$ cat src/rtl/or_mask_decoder.sv
// Merges two request masks with a bitwise OR, then emits the set bit positions lowest-first over a valid/ready handshake.
// Optional macro OR_MASK_DECODER_COUNT_EN adds count_o, the popcount of the accepted mask.
module or_mask_decoder #(
    parameter int BITS = 4
) (
    input  logic                      clk_i,
    input  logic                      rst_ni,
    input  logic [BITS-1:0]           bus_a_i,
    input  logic [BITS-1:0]           bus_b_i,
    input  logic                      load_valid_i,
    output logic                      load_ready_o,
    output logic [$clog2(BITS)-1:0]   index_o,
    output logic [BITS-1:0]           onehot_o,
    output logic                      valid_o,
    input  logic                      ready_i,
    output logic                      last_o,
    output logic                      zero_o
`ifdef OR_MASK_DECODER_COUNT_EN
    ,
    output logic [$clog2(BITS+1)-1:0] count_o
`endif
);

    localparam int IW = $clog2(BITS);

    typedef enum logic {
        IDLE = 1'b0,
        EMIT = 1'b1
    } state_t;

    state_t            state_reg;
    logic [BITS-1:0]   mask_reg;
    logic              zero_reg;
    logic [BITS-1:0]   load_mask;
    logic [BITS-1:0]   onehot_c;
    logic [BITS:0]     seen_c;
    logic [IW-1:0]     index_c;
    logic              single_c;

    assign load_mask = bus_a_i | bus_b_i;

    // seen_c[k] is set when any bit below position k is set; the lowest set bit is the one not yet seen.
    assign seen_c[0] = 1'b0;
    generate
        for (genvar gi = 0; gi < BITS; gi++) begin : g_lowest
            assign seen_c[gi+1] = seen_c[gi] | mask_reg[gi];
            assign onehot_c[gi] = mask_reg[gi] & ~seen_c[gi];
        end
    endgenerate

    always_comb begin
        index_c = '0;
        for (int i = 0; i < BITS; i++) begin
            if (onehot_c[i]) begin
                index_c = index_c | IW'(i);
            end
        end
    end

    // Exactly one bit set: nonzero and clearing the lowest set bit leaves nothing.
    assign single_c = seen_c[BITS] && ((mask_reg & (mask_reg - BITS'(1))) == '0);

    assign load_ready_o = (state_reg == IDLE);
    assign valid_o      = (state_reg == EMIT);
    assign index_o      = index_c;
    assign onehot_o     = onehot_c;
    assign last_o       = valid_o && single_c;
    assign zero_o       = zero_reg;

`ifdef OR_MASK_DECODER_COUNT_EN
    logic [$clog2(BITS+1)-1:0] count_reg;
    logic [$clog2(BITS+1)-1:0] pop_next;

    always_comb begin
        pop_next = '0;
        for (int i = 0; i < BITS; i++) begin
            pop_next = pop_next + ($clog2(BITS+1))'(load_mask[i]);
        end
    end

    always_ff @(posedge clk_i) begin
        if (!rst_ni) begin
            count_reg <= '0;
        end else if (state_reg == IDLE && load_valid_i) begin
            count_reg <= pop_next;
        end
    end

    assign count_o = count_reg;
`endif

    always_ff @(posedge clk_i) begin
        if (!rst_ni) begin
            state_reg <= IDLE;
            mask_reg  <= '0;
            zero_reg  <= 1'b0;
        end else begin
            zero_reg <= 1'b0;
            case (state_reg)
                IDLE: begin
                    if (load_valid_i) begin
                        mask_reg <= load_mask;
                        if (load_mask != '0) begin
                            state_reg <= EMIT;
                        end else begin
                            zero_reg <= 1'b1;
                        end
                    end
                end
                EMIT: begin
                    if (ready_i) begin
                        mask_reg <= mask_reg & ~onehot_c;
                        if (single_c) begin
                            state_reg <= IDLE;
                        end
                    end
                end
                default: state_reg <= IDLE;
            endcase
        end
    end

endmodule
$ cat config.mk
export PLATFORM = sky130hd
export DESIGN_NAME = or_mask_decoder
export DESIGN_NICKNAME = d
export VERILOG_FILES = /design/src/rtl/or_mask_decoder.sv
export SDC_FILE = /design/constraint.sdc
export NUM_CORES = 1
export LEC_CHECK = 0
export CAP_MARGIN = 10
export CORE_AREA = 5 5 42 44
export DETAILED_ROUTE_END_ITERATION = 16
export DIE_AREA = 0 0 47 49
export PLACE_DENSITY = 0.63
export SETUP_SLACK_MARGIN = 0.5
export SYNTH_ARGS = -nofsm -noshare
export SYNTH_HDL_FRONTEND = slang
export SYNTH_SLANG_ARGS = --single-unit
$ cat constraint.sdc
create_clock -name clk_i -period 2.7 [get_ports clk_i]
set_clock_uncertainty 0.15 [all_clocks]
set_input_delay 0.675 -clock clk_i [delete_from_list [all_inputs] [get_ports clk_i]]
set_output_delay 0.675 -clock clk_i [all_outputs]
set_load 0.01 [all_outputs]
==> results.tsv <==
stage	metric	value	unit
timing	fin_crit	2.36	ns
placement	post-place-ws	0.167	ns
finish	most-common-layout-cells	clkdlybuf4s50_1, nor2_1, o21ai_0, buf_2, buf_4	
timing	setup_tns	0	ns
grt	grt_max_degree	9	
power	p_leak	0.278	nW
die	core	0.00140	mm²
placement	place_congestion	0.674	
die	pin_count	22	
power	power.density	604	mW/mm²
timing	fin_ws	0.337	ns
finish	nFillCells	162	
drt	drtAntennaViolNets	0	
synthesis	yosysSeqAreaShare	30.5	%
worst_setup_path	max_stage_delay	0.55	ns
cts	cts_sinks	6	
worst_setup_path	critPathRequiredTime	1.88	ns
finish	final_nets	85	
synthesis	synth-adder-area-share	0	%
grt	antenna_found_initial	0	
finish	layout.cells.most_common	clkdlybuf4s50_1	
die	die_y	49	µm
worst_setup_path	crit_arrival	1.54	ns
placement	io_buffers	21	
synthesis	synthXorXnorAreaFrac	2.22	%
finish	antenna_cells	0	
grt	gr-usage-all-layers	11.1	%
finish	syn_to_final_growth	66.3	%
synthesis	synthSimpleGateAreaFrac	37.1	%
cts	cts_tree	built	
worst_setup_path	setup.worst_path.start_class	register	
timing	max_slew_margin	81.3	%
worst_setup_path	crit_chain	or4b_4, o311a_4, nor2_2, buf_2	
timing	setup_viol	0	
min_path	hp-class	register to register	
synthesis	postSynthCellCount	47	
drt	via_count	441	
drt	drc	0	
cts	cts_buffers	3	
grt	first_global_vias	451	
worst_setup_path	reg2reg_setup_slack	0.97	ns
die	dieWidth	47	µm
power	vdd_ir_drop_max	0.294	mV
synthesis	synth_mux_area_share	0	%
timing	worst_slew_pin_slew	0.277	ns
finish	largest_register_ffs	4	
min_path	worstHoldStart	mask_reg[3]	
timing	rsz0062_at_grt	true	
synthesis	ys_ff_latch	6	
cts	cts-root-buf	clkbuf_4	
power	power	0.396	mW
timing	timing.final.crit_share	87.5	%
placement	post-dp-hpwl	794	µm
min_path	holdPathEnd	mask_reg[3]	
finish	layout-drive-gt1-share	29.6	%
worst_setup_path	worst_r2r_path_depth	6	
min_path	whs_path_depth	2	
job	maxCapViolations	0	
placement	place_area	597	µm²
die	initial_utilization	28.1	%
cts	path_clk_slew	0.05	ns
synthesis	syn_avg_cell_area	8.39	µm²
run_status	status	finished clean	
cts	worstSkewPairLatency	0.25	ns
worst_setup_path	crit_type	register to output port	
synthesis	syn-cell-area	394	µm²
synthesis	synth_compound_area_share	21.3	%
synthesis	ys_types	28	
grt	grt-ovfl-total	0	
drt	drtIter0Drc	10	
timing	hold_violations	0	
finish	postLayoutCellArea	656	µm²
die	num_rows	14	
worst_setup_path	worstSetupEndpointType	output port	
timing	finalMaxSlewViolations	0	
cts	ctsLongestPathBuffers	2	
worst_setup_path	rr_endpoint	valid_o	
drt	drt-wirelength-per-cell	12.1	µm
grt	grt_pass1_wl	1860	µm
synthesis	synth_top_family_by_area	simple AND/OR/NAND/NOR gates	
worst_setup_path	r2r-start	mask_reg[2]	
drt	drt_pass1_iterations	2	
drt	routed_wl	1050	µm
worst_setup_path	path_max_fanout	7	
synthesis	yosysWarnings	0	
synthesis	synthesis.nets	59	
cts	htreeDepth	1	
drt	vias_per_cell	5.07	
die	die-area	0.00230	mm²
worst_setup_path	crit_slowest_cell	or4b_4	
cts	hold_buffers	0	
timing	fmax	423	MHz
cell type report:
class / instances / area (µm²) / share of cell area [%]
multi-input cells: 35 / 256 / 39.1
repair buffers: 25 / 219 / 33.4
flip-flops and latches: 6 / 130 / 19.8
clock buffers: 3 / 22.5 / 3.44
well taps: 16 / 20.0 / 3.05
inverters: 2 / 7.51 / 1.15
worst max-delay path by stage:
stage	from	end
finish	mask_reg[2]	last_o
global route	mask_reg[2]	last_o
CTS	mask_reg[0]	last_o
detailed placement	mask_reg[0]	last_o
global placement	mask_reg[0]	last_o
floorplan	mask_reg[0]	last_o
cell usage after synthesis:
| cell | number | area share (%) |
|---|---|---|
| a21oi_1 | 1 | 1.3 |
| a32oi_1 | 1 | 2.2 |
| and2_1 | 2 | 3.2 |
| and2b_1 | 1 | 1.9 |
| and4_1 | 2 | 4.4 |
| buf_2 | 1 | 1.3 |
| buf_4 | 1 | 1.9 |
| buf_6 | 1 | 2.9 |
| clkbuf_1 | 1 | 0.95 |
| dfxtp_1 | 6 | 30 |
| inv_1 | 2 | 1.9 |
| nand2_1 | 3 | 2.9 |
| nand2b_1 | 1 | 1.6 |
| nand3_1 | 2 | 2.5 |
| nand3_2 | 1 | 2.5 |
| nor2_1 | 5 | 4.8 |
| nor2b_1 | 1 | 1.6 |
| nor3b_1 | 1 | 1.9 |
| o211ai_1 | 1 | 1.9 |
| o21ai_0 | 4 | 5.1 |
| o221ai_2 | 1 | 3.8 |
| o311a_2 | 1 | 2.9 |
| o31ai_1 | 1 | 1.9 |
| o41ai_1 | 1 | 2.2 |
| or2b_1 | 2 | 3.8 |
| or4b_1 | 1 | 2.5 |
| or4b_4 | 1 | 3.5 |
| xnor2_1 | 1 | 2.2 |
kinds of logic (layout without fill, tap and decap cells):
group | count (synthesis) | count (layout)
simple gates | 23 | 23
compound gates | 11 | 11
flops | 6 | 6
buf+inv | 6 | 30
xor+xnor | 1 | 1
worst max-delay path, delay by kind of cell (launching register included):
family | cells | cell delay, ns
AND/OR/NAND/NOR | 2 | 0.64
buffers and inverters | 1 | 0.13
AO/OA/AOI/OAI | 1 | 0.15
flip-flops | 1 | 0.36
through the flow:
| stage | util, % | hold slack (ns) | std cells |
|---|---|---|---|
| 2_1_floorplan | - | 0.305 | 47 |
| 3_3_place_gp | 42.6 | 0.342 | 80 |
| 3_5_place_dp | 42.6 | 0.354 | 80 |
| 4_1_cts | 45.5 | 0.378 | 86 |
| 5_1_grt | 46.8 | 0.394 | 87 |
| 6_report | 46.8 | 0.373 | 87 |
metal layers:
layer	GRT usage [%]	wire length (µm)	up-vias
li1	-	-	219
met1	12.3	404	197
met2	16.1	496	21
met3	4.43	122	4
met4	8.29	28	0
met5	0	0	-
power breakdown:
| group | total [mW] | switching [mW] | leakage (nW) | internal (mW) |
|---|---|---|---|---|
| Sequential | 0.127 | 0.0214 | 0.0514 | 0.105 |
| Combinational | 0.184 | 0.0759 | 0.213 | 0.108 |
| Clock | 0.0849 | 0.0345 | 0.0138 | 0.0504 |
| Total | 0.396 | 0.132 | 0.278 | 0.264 |
what timing repair did:
action                                  CTS  global route
endpoints found under the setup margin    6             6
resized for setup                        22             4
pin swaps                                 1             1
setup buffers                             3             1
Power figures use the tool's default switching activity.
